[src/rtl/stack_ctrl.sv]
// stack_ctrl
//   Sequences the CPU operand stack's single-port synchronous RAM. It accepts
//   push/pop/tos strobes from the multicycle controller and owns the stack
//   pointer. It drives the RAM address and strobes, and returns read data with
//   a registered one-cycle valid pulse.
//
// Parameters
//   DW  data word width
//   AW  RAM address width (depth = 2**AW)
//
// Ports
//   clk, rst        clock (rising edge), asynchronous active-high reset
//   push, pop, tos  commands (exactly one at a time while idle)
//   din             push data
//   dout            registered read result
//   dout_valid      one-cycle pulse when dout has been updated
//   busy            read in flight; commands are ignored
//   full, empty     stack occupancy flags (combinational from sp)
//   err             illegal command flag
//   ram_addr, ram_we, ram_re, ram_wdata, ram_rdata   stack RAM interface
//
// Configuration
//   STACK_ERR_STICKY_EN  when defined, err stays high after the first illegal
//                        command until rst; otherwise err pulses for one cycle.
module stack_ctrl #(
  parameter int DW = 8,
  parameter int AW = 5
) (
  input  logic          clk,
  input  logic          rst,
  input  logic          push,
  input  logic          pop,
  input  logic          tos,
  input  logic [DW-1:0] din,
  output logic [DW-1:0] dout,
  output logic          dout_valid,
  output logic          busy,
  output logic          full,
  output logic          empty,
  output logic          err,
  output logic [AW-1:0] ram_addr,
  output logic          ram_we,
  output logic          ram_re,
  output logic [DW-1:0] ram_wdata,
  input  logic [DW-1:0] ram_rdata
);

  localparam int DEPTH = 2 ** AW;

  typedef enum logic {IDLE, READ} state_t;

  state_t      state;
  logic [AW:0] sp;
  logic [AW:0] spDec;
  logic        idle;
  logic        multi;
  logic        pushOk;
  logic        readOk;
  logic        illegal;

  // sp counts items, so the top entry lives at sp-1 and the next free slot at sp
  assign spDec = sp - (AW+1)'(1);
  assign full  = (sp == (AW+1)'(DEPTH));
  assign empty = (sp == '0);
  assign idle  = (state == IDLE);
  assign busy  = (state == READ);

  // Command decode happens in the command cycle itself; more than one strobe
  // is illegal, as is pushing into a full stack or reading an empty one.
  assign multi   = (push & pop) | (push & tos) | (pop & tos);
  assign pushOk  = idle & push & ~multi & ~full;
  assign readOk  = idle & (pop | tos) & ~multi & ~empty;
  assign illegal = idle & (multi | (push & full) | ((pop | tos) & empty));

  assign ram_we    = pushOk;
  assign ram_re    = readOk;
  assign ram_wdata = din;

  // Address is parked at zero whenever no RAM access is being made
  always_comb begin
    ram_addr = '0;
    if (pushOk)
      ram_addr = sp[AW-1:0];
    else if (readOk)
      ram_addr = spDec[AW-1:0];
  end

  // Stack pointer, read sequencing and the registered status outputs
  always_ff @(posedge clk or posedge rst) begin
    if (rst) begin
      state      <= IDLE;
      sp         <= '0;
      dout       <= '0;
      dout_valid <= 1'b0;
      err        <= 1'b0;
    end else begin
      dout_valid <= 1'b0;
`ifdef STACK_ERR_STICKY_EN
      err <= err | illegal;
`else
      err <= illegal;
`endif
      case (state)
        IDLE: begin
          if (pushOk)
            sp <= sp + (AW+1)'(1);
          if (readOk) begin
            // tos peeks; only pop consumes the entry
            if (pop)
              sp <= spDec;
            state <= READ;
          end
        end
        READ: begin
          // RAM data arrives one cycle after ram_re; capture it and pulse valid
          dout       <= ram_rdata;
          dout_valid <= 1'b1;
          state      <= IDLE;
        end
        default: state <= IDLE;
      endcase
    end
  end

endmodule

[config.mk]
export PLATFORM = sky130hd
export DESIGN_NAME = stack_ctrl
export DESIGN_NICKNAME = d
export VERILOG_FILES = /design/src/rtl/stack_ctrl.sv
export SDC_FILE = /design/constraint.sdc
export NUM_CORES = 1
export LEC_CHECK = 0
export CAP_MARGIN = 25
export CELL_PAD_IN_SITES_DETAIL_PLACEMENT = 0
export CELL_PAD_IN_SITES_GLOBAL_PLACEMENT = 1
export CORE_MARGIN = 10
export CORE_UTILIZATION = 48
export DETAILED_ROUTE_END_ITERATION = 8
export DONT_BUFFER_PORTS = 1
export PLACE_DENSITY = 0.91
export SYNTH_ARGS = -nofsm -noshare
export SYNTH_HDL_FRONTEND = slang
export SYNTH_SLANG_ARGS = --single-unit
[constraint.sdc]
create_clock -name clk -period 5.85 [get_ports clk]
set_input_delay 0.8775 -clock clk [delete_from_list [all_inputs] [get_ports clk]]
set_output_delay 0.8775 -clock clk [all_outputs]
set_load 0.005 [all_outputs]
---- Word-level counts from Yosys, hierarchy flattened ----
Index checks and enable logic that the tools add are counted.
storage, ports and cells
  register bits ........................... 17
  output and inout port bits .............. 28
cells by class
  mux-type cells .......................... 8
  reduce and logical (&&, ||, !) cells .... 1
  bitwise gates (word level) .............. 21
  equal/unequal tests ..................... 1
  add/subtract/negate cells ............... 2
operators by type and width
  cell                                                                number
  6-bit two-way mux                                                   3
  1-bit AND                                                           12
  5-bit two-way mux                                                   2
  6-bit by 1-bit adder with 6-bit output, second input constant       1
  6-bit == test, second input constant                                1
  6-bit logical NOT                                                   1
  6-bit by 1-bit subtractor with 6-bit output, second input constant  1
  1-bit bitwise OR                                                    5
  1-bit inverter                                                      4
  1-bit two-way mux                                                   2
  1-bit one-hot mux with 2 select lines                               1

---- Depth between registers and ports, before layout ----
Gate-level depths: netlist (run 1).
  depth after elaboration ................. 9
  depth in mapped cells ................... 8
  depth with buffers taken out ............ 7

---- Worst setup path after synthesis (run 1) ----
Ideal clock, no wire load.
  path type ............................... input to output
  start point ............................. in tos
  end point ............................... out ram_addr[0]
  setup slack ............................. 3.168 ns
  arrival time ............................ 1.805 ns
  stages .................................. 4
  cells stage by stage .................... or4b_4 a21oi_2 nand2_1 o21ai_0
on the way
  elaborated cells between the ends (all ways) .. 13
  those cells by class .................... mux: 2; bitwise: 11
RTL lines
  element                     line  text
  from (decl)                 33    input logic tos,
  1-bit AND                   70    assign multi = (push & pop) | (push & tos) | (pop & tos);
  1-bit bitwise OR            70
  1-bit bitwise OR (*)        70
  1-bit inverter (*)          71    assign pushOk = idle & push & ~multi & ~full;
  1-bit AND (*) (2 in a row)  71
  net ram_we                  42    output logic ram_we,
  5-bit two-way mux (*)       82    if (pushOk)
  to (decl)                   41    output logic [AW-1:0] ram_addr,
The timed path passes the listed nets; every way through them passes the cells marked *.

---- Final worst setup path (run 1) ----
  start point ............................. reg sp[0]
  end point ............................... out ram_addr[4]
on the way
  word-level cells in the longest chain between the ends .. 5
  elaborated cells between the ends (all ways) .. 9
  those cells by class .................... add/sub: 1; eq/ne: 1; mux: 2; bitwise: 4; reduce/logical: 1
ends and longest elaborated chain
  element                 line  text
  from (decl)             53    logic [AW:0] sp;
  from (signal assigned)  106   sp <= sp + (AW+1)'(1);
  from (signal assigned)  110   sp <= spDec;
  6-bit logical NOT       64    assign empty = (sp == '0);
  1-bit inverter          72    assign readOk = idle & (pop | tos) & ~multi & ~empty;
  1-bit AND               72
  net ram_re              43    output logic ram_re,
  5-bit two-way mux       84    else if (readOk)
  5-bit two-way mux       82
The timed path passes the listed nets, and every way through them passes these cells.

==> flow_metrics.env, run 1 <==
export IMPL_status="complete, no violations"
export IMPL_io_pins=49
export IMPL_leakage_nw=0.4163
export IMPL_period_share=0.5310
export IMPL_clock_path_buffers=2
export IMPL_fin_util=0.4975
export IMPL_gp_congestion=0.8092
export IMPL_die_w_um=65.84
export IMPL_hold_class="in -> async"
export IMPL_drc=0
export IMPL_yosys_area_top_type="dfrtp_1"
export IMPL_mostFrequentLayoutCell="dfrtp_1"
export IMPL_crit_slowest_cell="dfrtp_1"
export IMPL_setup_viol=0
export IMPL_syn_inst=96
export IMPL_yosys_most_used_dff="dfrtp_1"
export IMPL_via_count=675
export IMPL_hold_buffers=0
export IMPL_slowest_delay_ns=0.49
export IMPL_fp_row_count=16
export IMPL_cts_tree="done"
export IMPL_timing_fmax_mhz=321.9
export IMPL_cts_sinks=17
export IMPL_top_usage_layer="met2"
export IMPL_crit_type="reg -> out"
export IMPL_power_uw=411.8
export IMPL_syn_nets=120
export IMPL_place_ws_ns=3.028
export IMPL_crit_chain="inv_1 -> ha_1 -> or4b_4 -> o211ai_2 -> inv_2 -> a21oi_2 -> o21ai_0"
export IMPL_path_clk_slew_ns=0.10
export IMPL_cts_root_buffer="clkbuf_4"
export IMPL_ant_nets=0
export IMPL_slew_headroom=0.5061
export IMPL_via_per_inst=5.870
export IMPL_antenna_found_initial=0
export IMPL_grt_pass1_wl_um=3629
export IMPL_nNetsFinal=113
export IMPL_ys_seq_elements=17
export IMPL_port_buffer_count=0
export IMPL_powerDensity_nw_per_um2=417.7
export IMPL_grt_pass1_vias=623
export IMPL_ys_async_sr_fraction=1.000
export IMPL_synth_top_cell_area_share=0.4218
export IMPL_finalSetupTns_ns=0
export IMPL_synth_warnings=0
export IMPL_cts_resized=0
export IMPL_start_util=0.5088
export IMPL_drtIter0Drc=33
export IMPL_wl_um=2188
export IMPL_netlist_area_sq_um=1008
export IMPL_drtPass1Iterations=4
export IMPL_grt_met1_usage=0.1194
export IMPL_grt_util_met2=0.1667
export IMPL_dp_hpwl_um=1764
export IMPL_wl_per_cell_um=19.03
export IMPL_synthTopCellsByArea="dfrtp_1 (42%), mux2_2 (8.9%), buf_4 (6.0%)"
export IMPL_end_kind="primary output"
export IMPL_cts_made_buffers=3
export IMPL_clk_latency_ns=0.29
export IMPL_cp_top_family="compound AO/OA/AOI/OAI gates"
export IMPL_htree_levels=1
export IMPL_post_cts_buffers=0
export IMPL_synth_cell_types=35
export IMPL_fin_skew_ns=0.004007
export IMPL_drv_cap=0
export IMPL_grt_max_degree=18
export IMPL_slew_violations=0
export IMPL_drive_gt1_frac=0.2273
export IMPL_synth_edff_count=0
export IMPL_worst_path_buf_inv=2
export IMPL_overflow=0
export IMPL_vdd_ir_drop_max_uv=218.7
export IMPL_grt_total_usage=0.1078
export IMPL_cp_max_fo=9
export IMPL_rsz0062_at_grt="false"
export IMPL_fin_crit_ns=3.106
export IMPL_required_ns=4.97
export IMPL_area_delta_synth_final_pct=-2.233
export IMPL_cp_arrival_ns=2.23
export IMPL_hold_viol=0
export IMPL_fin_ws_ns=2.744
export IMPL_worstMarginPinSlew_ns=0.7305
export IMPL_die_area_sq_um=4334
export IMPL_avgSynthCellArea_sq_um=10.50
export IMPL_num_antenna_cells=0
export IMPL_die_h_um=65.84
export IMPL_yosysSeqAreaShare=0.4218
export IMPL_fill_cells=185
export IMPL_cp_start_kind="flip-flop"
export IMPL_mostFrequentLayoutCells="dfrtp_1 (17), mux2_2 (8), inv_1 (6)"
export IMPL_core_area_sq_um=1982
export IMPL_grt_util_met3=0.06271
cells in the mapped netlist (2+ instances only):
cell type	instances
mux2_2	8
or3_1	3
ha_1	3
buf_4	8
dfrtp_1	17
or4b_4	2
nand4_1	3
o21ai_0	5
inv_1	6
a21oi_2	2
a31oi_1	2
nand2_1	5
xnor2_1	2
a21oi_1	2
nor4b_1	3
xor2_1	4
nor2_1	3
flip-flops by register name, indices dropped and copies added, names as in the netlist:
name,flops
dout,8
sp,6
busy,1
dout_valid,1
err,1
worst paths after layout:
check,startpoint,endpoint,slack (ns),cells after the start
worst max-delay path,sp[0],ram_addr[4],2.74,7
worst min-delay path,rst,sp[0],0.54,1
worst max register to register,sp[0],sp[2],3.85,6
worst min register to register,dout[1],dout[1],0.55,1
max in group asynchronous,rst,dout[1],4.92,1
min in group clk,dout[1],dout[1],0.55,1
final cells by class:
| class | instances | area (sq um) | share of cell area |
|---|---|---|---|
| flip-flops and latches | 17 | 425.4 | 0.4315 |
| inverters | 7 | 26.28 | 0.02665 |
| well taps | 27 | 33.78 | 0.03426 |
| clock buffers | 3 | 22.52 | 0.02284 |
| clock inverters | 1 | 5.005 | 0.005076 |
| multi-input cells | 60 | 473.0 | 0.4797 |
power breakdown:
group / internal, mW / switching, mW / total, mW
logic: 0.0614 / 0.0611 / 0.123
registers: 0.159 / 0.0677 / 0.227
clock network: 0.0254 / 0.0369 / 0.0624
kinds of logic (layout without fill, tap and decap cells):
| kind of cell | Yosys count | in the layout | share of synthesized area |
|---|---|---|---|
| mux | 8 | 8 | 0.08933 |
| xor+xnor | 6 | 6 | 0.05211 |
| simple gates | 23 | 23 | 0.1464 |
| fa+ha+maj | 4 | 4 | 0.04715 |
| buf+inv | 19 | 11 | 0.1092 |
| flops | 17 | 17 | 0.4218 |
| compound gates | 19 | 19 | 0.1340 |
metal layers:
layer	vias up	wire (um)
met5	-	0
met3	8	243
met1	316	792
met4	0	31
met2	31	1120
li1	320	-
through the flow:
stage                     cell area, sq um  hold WS (ns)  instances
after floorplan                       1008        0.4523         96
final                                985.9        0.5352        115
after global routing                 985.9        0.5795        115
after global placement               958.4        0.5300        111
after detailed placement             958.4        0.5382        111
after CTS                            985.9        0.5598        115
Note: power is estimated with default switching activity, not from simulation.
==> run 2: changes to the inputs <==
CORE_UTILIZATION = 44   (was 48)
PLACE_DENSITY = 0.86   (was 0.91)
clock period = 3.2 ns   (was 5.85 ns; I/O delays follow)
==> run 2 against run 1 <==
Critical path depth stayed put. Power is 84% higher. Global-route usage is 1.2 points lower. Clock power is 88% higher.
==> flow_metrics.env, run 2 (same netlist as run 1, synthesis figures left out) <==
export IMPL_overflow=0
export IMPL_crit_type="reg -> out"
export IMPL_wl_um=2227
export IMPL_core_area_sq_um=2191
export IMPL_cp_arrival_ns=2.20
export IMPL_fp_row_count=17
export IMPL_via_per_inst=6.205
export IMPL_grt_pass1_vias=672
export IMPL_drc=0
export IMPL_mostFrequentLayoutCell="dfrtp_1"
export IMPL_die_h_um=67.88
export IMPL_hold_viol=0
export IMPL_cts_sinks=17
export IMPL_drtIter0Drc=20
export IMPL_drt_met1_wl_um=786
export IMPL_crit_chain="inv_1 -> ha_1 -> or4b_4 -> o211ai_2 -> inv_2 -> a21oi_2 -> o21ai_0"
export IMPL_path_clk_slew_ns=0.10
export IMPL_hold_buffers=0
export IMPL_fin_skew_ns=0.005785
export IMPL_io_pins=49
export IMPL_gp_congestion=0.8575
export IMPL_slew_headroom=0.5490
export IMPL_largest_reg_flops=8
export IMPL_cp_max_fo=9
export IMPL_htree_levels=1
export IMPL_grt_total_usage=0.09590
export IMPL_top_regs="dout x8, sp x6"
export IMPL_port_buffer_count=0
export IMPL_grt_pass1_wl_um=3394
export IMPL_setup_viol=0
export IMPL_via_count=726
export IMPL_ant_nets=0
export IMPL_start_util=0.4603
export IMPL_vdd_ir_drop_max_uv=352.0
export IMPL_met2_length_um=1106
export IMPL_mostFrequentLayoutCells="dfrtp_1 (17), mux2_2 (8), inv_1 (6)"
export IMPL_antenna_found_initial=0
export IMPL_worst_path_buf_inv=2
export IMPL_drive_gt1_frac=0.2360
export IMPL_period_share=0.8361
export IMPL_fin_util=0.4540
export IMPL_cts_tree="done"
export IMPL_drv_cap=0
export IMPL_clk_latency_ns=0.29
export IMPL_routed_top_layer="met4"
export IMPL_crit_slowest_cell="or4b_4"
export IMPL_area_delta_synth_final_pct=-1.365
export IMPL_timing_fmax_mhz=373.8
export IMPL_num_antenna_cells=0
export IMPL_rsz0062_at_grt="false"
export IMPL_nNetsFinal=114
export IMPL_largest_register="dout"
export IMPL_cts_made_buffers=3
export IMPL_dp_hpwl_um=1672
export IMPL_hold_class="in -> async"
export IMPL_cp_start_kind="flip-flop"
export IMPL_clock_path_buffers=2
export IMPL_post_cts_buffers=0
export IMPL_wl_per_cell_um=19.03
export IMPL_status="complete, no violations"
export IMPL_drtPass1Iterations=4
export IMPL_finalSetupTns_ns=0
export IMPL_wl_met3_um=300
export IMPL_die_w_um=67.88
export IMPL_worstMarginPinSlew_ns=0.6757
export IMPL_fin_crit_ns=2.676
export IMPL_die_area_sq_um=4607
export IMPL_grt_max_degree=18
export IMPL_slew_violations=0
export IMPL_slowest_delay_ns=0.49
export IMPL_required_ns=2.72
export IMPL_cts_root_buffer="clkbuf_4"
export IMPL_leakage_nw=0.4217
export IMPL_powerDensity_nw_per_um2=763.2
export IMPL_cts_resized=0
export IMPL_cp_top_family="compound AO/OA/AOI/OAI gates"
export IMPL_end_kind="primary output"
==> run 2: per-stage QoR <==
step / hold slack [ns] / setup WS, ns / cells / area [sq um] / power, mW
global route: 0.2002 / 0.3822 / 117 / 994.7 / 0.8200
detailed placement: 0.5031 / 0.8603 / 113 / 967.2 / 0.6490
floorplan: 0.4061 / 0.9719 / 96 / 1008 / 0.6073
global placement: 0.4811 / 0.9278 / 113 / 967.2 / 0.6352
CTS: 0.1726 / 0.5217 / 117 / 994.7 / 0.7684
finish: 0.1610 / 0.5245 / 117 / 994.7 / 0.7592
==> run 2: area by class of cell <==
class                           instances  area (sq um)
Clock buffer                            3         22.52
Multi-Input combinational cell         60         473.0
Timing Repair Buffer                    1         7.507
Clock inverter                          1         5.005
Sequential cell                        17         425.4
Tap cell                               28         35.03
Inverter                                7         26.28
Fill cell                             205          1196
==> run 2: final timing paths <==
check | startpoint | slack [ns] | to | cells after the start
setup / recovery | sp[0] | 0.52 | ram_addr[4] | 7
hold / removal | rst | 0.16 | sp[3] | 1
setup reg to reg | busy | 1.21 | sp[2] | 4
hold reg to reg | dout[1] | 0.55 | dout[1] | 1
max in group asynchronous | rst | 2.61 | dout[6] | 1
min in group clk | push | 0.31 | err | 1
==> run 2: worst reg2reg max path, cell delays in order (launching register included) <==
cell and delay (ns):
dfrtp_1 0.60, or4b_4 0.67, a21oi_2 0.31, o2bb2ai_1 0.18, xor2_1 0.15
==> run 2: layer usage <==
layer  vias to the layer above  global-route usage
li1                        319                   -
met1                       348             0.09791
met2                        51              0.1620
met3                         8             0.05710
met4                         0             0.03015
met5                         -                   0
==> run 2: where the power goes <==
group / internal [mW] / switching [mW]
combinational: 0.113 / 0.113
sequential: 0.291 / 0.125
clock: 0.0465 / 0.0701
==> run 3: changes to the inputs <==
CORE_UTILIZATION = 40   (was 44)
PLACE_DENSITY = 0.82   (was 0.86)
clock period = 2.2 ns   (was 3.2 ns; I/O delays follow)
==> run 3 against run 2 <==
The run now ends with setup timing left. Clock skew up 0.00054 ns. Via count grew 0.14%. Sequential cell count is the same. Wire length is 5.3% higher.
==> flow_metrics.env, run 3 (same netlist as run 1, synthesis figures left out) <==
export IMPL_status="complete, but fails checks"
export IMPL_violations="setup timing"
export IMPL_io_pins=49
export IMPL_drive_gt1_frac=0.3838
export IMPL_regArea_sq_um=425.4
export IMPL_crit_type="reg -> out"
export IMPL_port_buffer_count=0
export IMPL_wl_um=2345
export IMPL_clk_latency_ns=0.28
export IMPL_grt_total_usage=0.09391
export IMPL_fin_util=0.4578
export IMPL_top_regs="dout x8, sp x6"
export IMPL_largest_register="dout"
export IMPL_die_h_um=70.21
export IMPL_mostFrequentLayoutCell="dfrtp_1"
export IMPL_htree_levels=1
export IMPL_clock_path_buffers=2
export IMPL_fill_cells=255
export IMPL_fin_ws_ns=-0.04389
export IMPL_leakage_nw=0.4692
export IMPL_cp_max_fo=6
export IMPL_dpl_cell_area_sq_um=1030
export IMPL_power_mw=1.259
export IMPL_ant_nets=0
export IMPL_cts_tree="done"
export IMPL_core_area_sq_um=2432
export IMPL_drc=0
export IMPL_powerDensity_nw_per_um2=1131
export IMPL_stdcell_count=129
export IMPL_area_delta_synth_final_pct=10.42
export IMPL_mostFrequentLayoutCells="dfrtp_1 (17), buf_4 (11), mux2_2 (8)"
export IMPL_vdd_ir_drop_max_uv=532.5
export IMPL_postLayoutCellArea_sq_um=1114
export IMPL_die_w_um=70.21
export IMPL_period_share=1.020
export IMPL_fin_crit_ns=2.244
export IMPL_largest_reg_flops=8
export IMPL_grt_max_degree=18
export IMPL_hold_buffers=0
export IMPL_cts_sinks=17
export IMPL_die_area_sq_um=4929
export IMPL_cts_made_buffers=3
export IMPL_multi_input_area_sq_um=513.0
export IMPL_drtPass1Iterations=4
export IMPL_antenna_found_initial=0
export IMPL_fp_row_count=18
export IMPL_slew_headroom=0.5637
export IMPL_placed_cells=123
export IMPL_hold_viol=0
export IMPL_overflow=0
export IMPL_via_per_inst=5.636
export IMPL_grt_pass1_vias=772
export IMPL_wl_per_cell_um=18.18
export IMPL_worstMarginPinSlew_ns=0.6538
export IMPL_path_clk_slew_ns=0.10
export IMPL_rr_worst_depth=7
export IMPL_r2r_setup_slack_ns=0.23
export IMPL_worstReg2RegStart="sp[0]"
export IMPL_grt_pass1_wl_um=3857
export IMPL_start_util=0.4146
export IMPL_cp_start_kind="flip-flop"
export IMPL_dp_hpwl_um=1799
export IMPL_rsz0062_at_grt="true"
export IMPL_fin_skew_ns=0.006326
export IMPL_nNetsFinal=124
export IMPL_required_ns=1.87
export IMPL_via_count=727
export IMPL_hold_class="in -> async"
export IMPL_r2r_end="sp[3]"
export IMPL_gp_congestion=0.7917
export IMPL_drv_cap=0
export IMPL_end_kind="primary output"
export IMPL_cp_arrival_ns=1.91
export IMPL_slew_violations=0
export IMPL_drtIter0Drc=11
export IMPL_setup_viol=5
export IMPL_num_antenna_cells=0
export IMPL_cts_root_buffer="clkbuf_4"
export IMPL_timing_fmax_mhz=445.7
-- run 3: layer usage --
layer	wire length, um	track usage	vias to the layer above
li1	-	-	341
met3	386	0.07345	2
met1	907	0.09798	351
met5	0	0	-
met4	9	0.02851	0
met2	1042	0.1420	33
-- run 3: final cells by class --
class / count / share of cell area
clock buffers: 4 / 0.02360
inverters: 7 / 0.02584
multi-input cells: 60 / 0.4607
flip-flops and latches: 17 / 0.3820
well taps: 30 / 0.03371
repair buffers: 11 / 0.07416
-- run 3: where the power goes --
part | internal, mW | switching, mW
sequential | 0.425 | 0.103
combinational | 0.274 | 0.297
clock | 0.0703 | 0.0901
-- run 3: worst max path at each step --
stage	startpoint	endpoint	slack, ns
3_3_place_gp	sp[0]	ram_addr[4]	0.28
6_report	sp[0]	ram_addr[4]	-0.04
5_1_grt	sp[0]	ram_addr[4]	-0.14
4_1_cts	sp[1]	ram_addr[4]	-0.08
2_1_floorplan	sp[0]	ram_addr[4]	0.12
3_5_place_dp	sp[0]	ram_addr[4]	0.20
-- run 3: through the flow --
stage / setup TNS [ns] / worst slack (ns) / hold slack [ns]
finish: -0.09375 / -0.04389 / 0.01383
global route: -0.6371 / -0.1434 / 0.05238
CTS: -0.1890 / -0.07576 / 0.03160
detailed placement: 0 / 0.2025 / 0.3492
global placement: 0 / 0.2758 / 0.3312
floorplan: 0 / 0.1219 / 0.2561
-- run 3: worst max-delay path: stages (launching register included) --
cell	delay, ns
dfrtp_1	0.40
inv_2	0.09
ha_4	0.13
or4b_4	0.48
o211ai_4	0.24
inv_4	0.08
a21oi_2	0.15
o21ai_2	0.07
-- run 3: repair_timing --
item	4_1_cts	5_1_grt
setup buffers	2	0
setup endpoints to repair	6	6
pin swaps	6	4
gates resized for setup	10	2
